--- config.mk ---
export PLATFORM = sky130hd
export DESIGN_NAME = nibble_serial_add_ctrl
export DESIGN_NICKNAME = d
export VERILOG_FILES = /design/src/rtl/nibble_serial_add_ctrl.sv
export SDC_FILE = /design/constraint.sdc
export NUM_CORES = 1
export LEC_CHECK = 0
export CAP_MARGIN = 20
export CORE_MARGIN = 4
export CORE_UTILIZATION = 48
export CTS_CLUSTER_DIAMETER = 200
export DETAILED_ROUTE_END_ITERATION = 8
export PLACE_DENSITY = 0.77
export SYNTH_ARGS = -nofsm -noshare
export SYNTH_HDL_FRONTEND = slang
export SYNTH_SLANG_ARGS = --single-unit
--- constraint.sdc ---
create_clock -name clk -period 2.55 [get_ports clk]
set_input_delay 0.51 -clock clk [delete_from_list [all_inputs] [get_ports clk]]
set_output_delay 0.51 -clock clk [all_outputs]
set_load 0.02 [all_outputs]
--- src/rtl/nibble_serial_add_ctrl.sv ---
// Nibble-serial add/subtract sequencer around an external 4-bit signed adder.
// Feeds one nibble per cycle LSB first, chains the carry, assembles the wide result and flags.
module nibble_serial_add_ctrl #(
   parameter int NIBBLES = 4,
   parameter int W       = 4*NIBBLES
) (
   input  logic         clk,
   input  logic         reset_n,
   input  logic         start,
   input  logic         sub,
   input  logic [W-1:0] op_a,
   input  logic [W-1:0] op_b,
   output logic         busy,
   output logic         done,
   output logic [W-1:0] result,
   output logic         zero_flag,
   output logic         neg_flag,
   output logic         overflow_flag,
   output logic         carry_flag,
   output logic [4:0]   add_a,
   output logic [4:0]   add_b,
   output logic         add_cin,
   input  logic [3:0]   add_s,
   input  logic         add_carry,
   input  logic         add_overflow
);
   localparam int IDXW = (NIBBLES > 1) ? $clog2(NIBBLES) : 1;
   localparam logic [IDXW-1:0] LAST = IDXW'(NIBBLES-1);

   typedef enum logic {IDLE, RUN} state_t;

   // Operands as latched at start; b already holds B' (inverted for subtract).
   typedef struct packed {
      logic [W-1:0] a;
      logic [W-1:0] b;
      logic         sub;
   } opnd_t;

   state_t          state, nxt;
   opnd_t           opnd;
   logic [IDXW-1:0] idx;
   logic            carry_q;
   logic [W-1:0]    shadow, shadow_nxt;
   logic            last;

   assign last = (idx == LAST);
   assign busy = (state == RUN);

   always_ff @(posedge clk or negedge reset_n) begin
      if (!reset_n) state <= IDLE;
      else          state <= nxt;
   end

   always_comb begin
      nxt = state;
      case (state)
         IDLE: if (start) nxt = RUN;
         RUN:  if (last)  nxt = IDLE;
         default: nxt = IDLE;
      endcase
   end

   always_comb begin
      add_a      = '0;
      add_b      = '0;
      add_cin    = 1'b0;
      shadow_nxt = shadow;
      if (state == RUN) begin
         add_a[3:0] = opnd.a[4*idx +: 4];
         add_b[3:0] = opnd.b[4*idx +: 4];
         add_a[4]   = last & opnd.a[W-1];
         add_b[4]   = last & opnd.b[W-1];
         add_cin    = (idx == '0) ? opnd.sub : carry_q;
         shadow_nxt[4*idx +: 4] = add_s;
      end
   end

   always_ff @(posedge clk or negedge reset_n) begin
      if (!reset_n) begin
         opnd          <= '0;
         idx           <= '0;
         carry_q       <= 1'b0;
         shadow        <= '0;
         done          <= 1'b0;
         result        <= '0;
         zero_flag     <= 1'b0;
         neg_flag      <= 1'b0;
         overflow_flag <= 1'b0;
         carry_flag    <= 1'b0;
      end else begin
         done <= 1'b0;
         case (state)
            IDLE: if (start) begin
               opnd.a   <= op_a;
               opnd.b   <= op_b ^ {W{sub}};
               opnd.sub <= sub;
               idx      <= '0;
               carry_q  <= 1'b0;
            end
            RUN: begin
               shadow  <= shadow_nxt;
               carry_q <= add_carry;
               idx     <= idx + 1'b1;
               // Result and flags are only published here, so partial sums never show.
               if (last) begin
                  result        <= shadow_nxt;
                  carry_flag    <= add_carry;
                  overflow_flag <= add_overflow;
                  zero_flag     <= (shadow_nxt == '0);
                  neg_flag      <= shadow_nxt[W-1];
                  done          <= 1'b1;
                  idx           <= '0;
               end
            end
            default: ;
         endcase
      end
   end
endmodule

==> results of run 1 <==
[layout make-up]
class | count | area [um2]
Clock buffer | 11 | 151
Clock inverter | 5 | 125
Fill cell | 527 | 2270
Inverter | 11 | 41.3
Multi-Input combinational cell | 186 | 1390
Sequential cell | 73 | 1830
Tap cell | 80 | 100
Timing Repair Buffer | 86 | 845
[where the power goes]
part           internal (W)  leakage [nW]  total (W)  switching (W)
sequential          0.00168         0.932    0.00197       0.000288
combinational       0.00127          1.03    0.00253        0.00126
clock              0.000801         0.140    0.00122       0.000423
total               0.00375          2.10    0.00573        0.00197
[layout by cell type (no fill, tap or decap), types with 5 or more instances in the layout]
cell type	n
ha_1	5
o21ai_0	24
clkbuf_8	11
mux4_2	8
inv_1	10
dlygate4sd2_1	9
and2_1	11
xnor2_1	16
dfrtp_1	73
nor2_1	6
a22o_1	6
clkdlybuf4s50_1	62
nand2_1	53
mux2_2	20
buf_4	10
[worst register-to-register path, stage by stage, from the launching register on]
cell and delay [ns]:
dfrtp_1 0.40, buf_12 0.16, inv_1 0.13, ha_1 0.29
and2_2 0.25, a41oi_1 0.35, nand4_1 0.18, nor4b_2 0.28
a32o_2 0.20
[per-layer routing]
layer	vias up	share of wire
met5	-	0
met4	0	0.021
met3	15	0.078
met2	83	0.47
met1	1168	0.44
li1	1150	-
[registers in the layout, indices dropped and copies added, names as in the netlist]
register,count
opnd,33
result,16
shadow,16
idx,2
busy,1
carry_flag,1
carry_q,1
done,1
overflow_flag,1
zero_flag,1
[through the flow]
| step | utilization | worst slack (ns) | total power, W |
|---|---|---|---|
| after floorplan | - | 0.324 | 0.00358 |
| after global placement | 0.622 | 0.265 | 0.00453 |
| after detailed placement | 0.622 | 0.161 | 0.00460 |
| after CTS | 0.661 | 0.0291 | 0.00577 |
| after global routing | 0.664 | 0.00109 | 0.00613 |
| final | 0.664 | 0.141 | 0.00573 |
[final timing paths]
check                      startpoint            end  slack, ns  cells after the start
min in group clk            result[9]      result[9]       0.47                      2
max reg2reg                    idx[0]      zero_flag       0.25                      8
max                            idx[0]        add_cin       0.14                      6
min                           reset_n  overflow_flag       0.17                      2
max in group asynchronous     reset_n           busy       2.05                      2
min reg2reg                 result[9]      result[9]       0.47                      2
[logic make-up after synthesis]
family                     Yosys count  synth area share
adders and majority gates            6            0.0226
AOI/OAI and AO/OA                   50             0.102
and+or+nand+nor                     85             0.123
buffers and inverters               26            0.0350
xor gates and xnor gates            16            0.0422
muxes                               29             0.125
DFF                                 73             0.549
[timing repair]
item / 4_1_cts / 5_1_grt
endpoints found under the setup margin: 9 / 3
endpoints found under the hold margin: 0 / 0
gates resized for setup: 9 / 4
pin swaps: 0 / 0
==> results.yml, run 1 <==
sta:
  holdWs_ns: 0.168
  setup_repair_after_global_routing_missed_its_margin: "no"
  timing.clock.skew_ns: 0.0100
  finalSetupTns_ns: 0
  post-route-period-util: 0.945
  post-route-min-period_ns: 2.41
  final_count_of_pins_violating_max_slew: 0
  max-slew-margin-rel: 0.703
  setup_viol: 0
  worst_slew_pin_slew_ns: 0.446
  hold_viol_final: 0
  fmax_ghz: 0.415
yosys:
  synth.net_count: 333
  postSynthAreaPerCell_um2: 11.7
  yosys_register_bits: 73
  synth_common_cells: "dfrtp_1 (73), nand2_1 (53), o21ai_0 (24), mux2_2 (20), xnor2_1 (16)"
  synth_area_leaders: "dfrtp_1 (55%), mux2_2 (6.8%), nand2_1 (6.0%)"
  synth_top_area_cell: "dfrtp_1"
  post_synth_inst_count: 285
  synth_sequential_area_ratio: 0.549
  async_flop_share: 1.00
  synth.most_common_cell: "dfrtp_1"
  ys_dominant_reg_cell: "dfrtp_1"
  synthDistinctLibCells: 40
  synth.yosys.warnings: 0
  netlist_area_um2: 3320
  synth.top_cell.area_share: 0.549
  synth_edf_count: 0
placed_design:
  routabilityCongestion: 0.753
  detailed_place.area_um2: 4200
  place.port_buffers: 74
  place_hpwl_um: 4980
  numPlacedInstances: 436
route:
  drt_first_pass_iters: 4
  ant_nets: 0
  mean_number_of_vias_per_cell: 5.35
  postRouteWirelength_um: 6930
  dr_total_vias: 2416
  detail_route.wl_per_cell_um: 15.3
  detail_route.drc_violations: 0
  detail_route.iter0.violations: 129
status:
  status: "completed"
global_route:
  groute.usage.overall: 0.181
  grt.met1_usage: 0.233
  grt-ovfl-total: 0
  grt_pass1_vias: 2507
  grt_first_pass_wirelength_um: 11900
  number_of_antenna_violations_at_the_first_check_in_global_routing: 0
  grt_start_max_net_pins: 74
  gr-max-usage-layer: "met2"
  grt.met3_usage: 0.0547
  globalRouteMet2Util: 0.283
worst_setup_path:
  crit_fanout: 11
  cp.required_ns: 2.04
  cp-start-kind: "flip-flop"
  cp_num_buf_inv: 3
  cell_type_group_with_the_largest_total_delay_on_the_critical_path: "buffers and inverters"
  crit_chain: "buf_12, inv_1, ha_4, mux2i_1, nor2_1, dlygate4sd2_1"
  timing.critical_path.slowest_stage_cell: "dfrtp_1"
  worst_ep_arrival_time_ns: 1.90
  critical_path_end_type: "output port"
  critical-path-max-stage-delay_ns: 0.41
  criticalPathCategory: "reg2out"
layout:
  num-nets-final: 415
  stdcell_count: 452
  final_layout_size_suffix_gt1_frac: 0.183
  syn_to_final_growth_pct: 34.9
  post-route-cell-area_um2: 4480
  num_antenna_cells: 0
pwr:
  static-leakage-power_nw: 2.10
  power.density_nw_per_um2: 1280
  max-vdd-ir-drop_mv: 0.708
clock_tree:
  cts_tree: "done"
  clockRootBuffer: "clkbuf_8"
  htree_levels: 3
  worst_setup_hold_path_clk_slew_ns: 0.08
  cts_hold_buf: 0
  cts_made_buffers: 9
  clock-sinks: 73
  post-cts-setup-buffers: 0
  clkLatencyLatePin_ns: 0.35
  max-clock-path-buffers: 2
die:
  num_rows: 30
  die-area_um2: 8320
  core_area_um2: 6760
  initial_utilization: 0.492
  die_w_um: 91.2
  die_h_um: 91.2
  boundaryPins: 75
job:
  cap_violations: 0
hold_path:
  min-delay-path-class: "in2async"
No activity file was read; power rests on OpenSTA's default activity.
==> inputs of run 2 (changes only) <==
DONT_BUFFER_PORTS = 1   (was default)
PLACE_DENSITY = default   (was 0.77)
==> results.yml, run 2 (synthesized netlist as in run 1, its figures left out) <==
sta:
  finalSetupTns_ns: 0
  timing.clock.skew_ns: 0.00996
  fmax_ghz: 0.461
  finalWorstSetupSlack_ns: 0.382
  post-route-min-period_ns: 2.17
  setup_repair_after_global_routing_missed_its_margin: "no"
  hold_viol_final: 0
  setup_viol: 0
  post-route-period-util: 0.850
  max-slew-margin-rel: 0.630
  worst_slew_pin_slew_ns: 0.556
  final_count_of_pins_violating_max_slew: 0
clock_tree:
  max-clock-path-buffers: 2
  cts_tree: "done"
  clockRootBuffer: "clkbuf_8"
  worst_setup_hold_path_clk_slew_ns: 0.08
  clock-sinks: 73
  cts_made_buffers: 9
  clkLatencyLatePin_ns: 0.34
  htree_levels: 3
layout:
  n_fill_cell: 595
  commonest_non_fill_non_tap_cell_in_the_layout: "dfrtp_1"
  num-nets-final: 339
  syn_to_final_growth_pct: 10.2
  num_antenna_cells: 0
  most-common-layout-cells: "dfrtp_1 (73), nand2_1 (53), o21ai_0 (24), mux2_2 (20), xnor2_1 (16)"
  largest-register: "opnd"
  final_layout_size_suffix_gt1_frac: 0.213
  largest_register_ffs: 33
  reg.largest.list: "opnd (33), result (16), shadow (16)"
  post_layout_util: 0.542
pwr:
  power.sequential.fraction: 0.435
  power.internal_w: 0.00310
  net-switching-power_w: 0.00186
  swShare: 0.375
  power.total_w: 0.00496
  comb_power_share: 0.364
  pwr-share-clk: 0.201
  max-vdd-ir-drop_mv: 0.559
  static-leakage-power_nw: 1.72
  power.density_nw_per_um2: 1350
worst_setup_path:
  r2r.worst_path.cells: 7
  crit_fanout: 6
  cp-start-kind: "flip-flop"
  regToRegStartpoint: "idx[0]"
  criticalPathCategory: "reg2out"
  regToRegEndpoint: "zero_flag"
  cp.required_ns: 2.04
  worst_ep_arrival_time_ns: 1.66
  timing.reg2reg.setup_slack_ns: 0.46
  critical_path_end_type: "output port"
route:
  detail_route.drc_violations: 0
  detail_route.iter0.violations: 70
  drt_first_pass_iters: 4
  detail_route.wl_per_cell_um: 17.6
  dr_total_vias: 2099
  ant_nets: 0
  mean_number_of_vias_per_cell: 5.58
  postRouteWirelength_um: 6630
die:
  boundaryPins: 75
  die-area_um2: 8320
  die_w_um: 91.2
  core_area_um2: 6760
  num_rows: 30
  die_h_um: 91.2
  initial_utilization: 0.492
global_route:
  grt_start_max_net_pins: 74
  grt_pass1_vias: 2191
  number_of_antenna_violations_at_the_first_check_in_global_routing: 0
  grt-ovfl-total: 0
  grt_first_pass_wirelength_um: 11400
  groute.usage.overall: 0.174
placed_design:
  place_hpwl_um: 4660
  routabilityCongestion: 0.830
  place.port_buffers: 0
  dp_slack_ns: 0.502
status:
  status: "completed"
job:
  cap_violations: 0
hold_path:
  min-delay-path-class: "in2async"
-- run 2: worst max-delay path by stage --
stage                     slack (ns)        end  startpoint  cells after the start
final                           0.38    add_cin      idx[0]                      5
after global routing            0.26   add_a[0]        busy                      2
after CTS                       0.36   add_b[0]      idx[0]                      3
after detailed placement        0.50  zero_flag      idx[0]                      7
after global placement          0.55  zero_flag      idx[0]                      7
after floorplan                 0.32  zero_flag      idx[0]                      8
-- run 2: cell type report --
class | count | area [um2] | share of cell area
multi-input cells | 186 | 1380 | 0.377
repair buffers | 10 | 95.1 | 0.0259
clock inverters | 5 | 78.8 | 0.0215
flip-flops and latches | 73 | 1830 | 0.498
well taps | 80 | 100 | 0.0273
clock buffers | 11 | 141 | 0.0386
inverters | 11 | 41.3 | 0.0113
-- run 2: repair_timing --
item / 4_1_cts / 5_1_grt
buffers inserted: 0 / 0
hold buffers: 1 / 0
gates resized for setup: 0 / 0
endpoints found under the hold margin: 73 / 0
setup endpoints to repair: 0 / 0
-- run 2: critical path, stage by stage, from the launching register on --
cell and delay, ns:
dfrtp_1 0.39, inv_1 0.17, ha_1 0.31, mux2i_1 0.24, nor2_1 0.06, buf_4 0.16
-- run 2: power by group through the flow --
stage,Clock (W),Combinational [W],Sequential [W]
after global placement,0,0.00177,0.00217
after global routing,0.00108,0.00202,0.00223
after detailed placement,0,0.00180,0.00219
final,0.000998,0.00181,0.00216
after floorplan,0,0.00150,0.00208
after CTS,0.00102,0.00183,0.00217
-- run 2: metal layers --
| layer | global-route usage | share of wire |
|---|---|---|
| met5 | 0 | 0 |
| met4 | 0.0716 | 0.014 |
| met3 | 0.0613 | 0.079 |
| met2 | 0.254 | 0.46 |
| met1 | 0.236 | 0.45 |
-- run 2: per-stage QoR --
stage,hold slack [ns],cell area [um2],cells
5_1_grt,0.0677,3660,376
6_report,0.0431,3660,376
3_5_place_dp,0.216,3420,359
3_3_place_gp,0.216,3420,359
2_1_floorplan,0.214,3320,285
4_1_cts,0.0559,3660,376
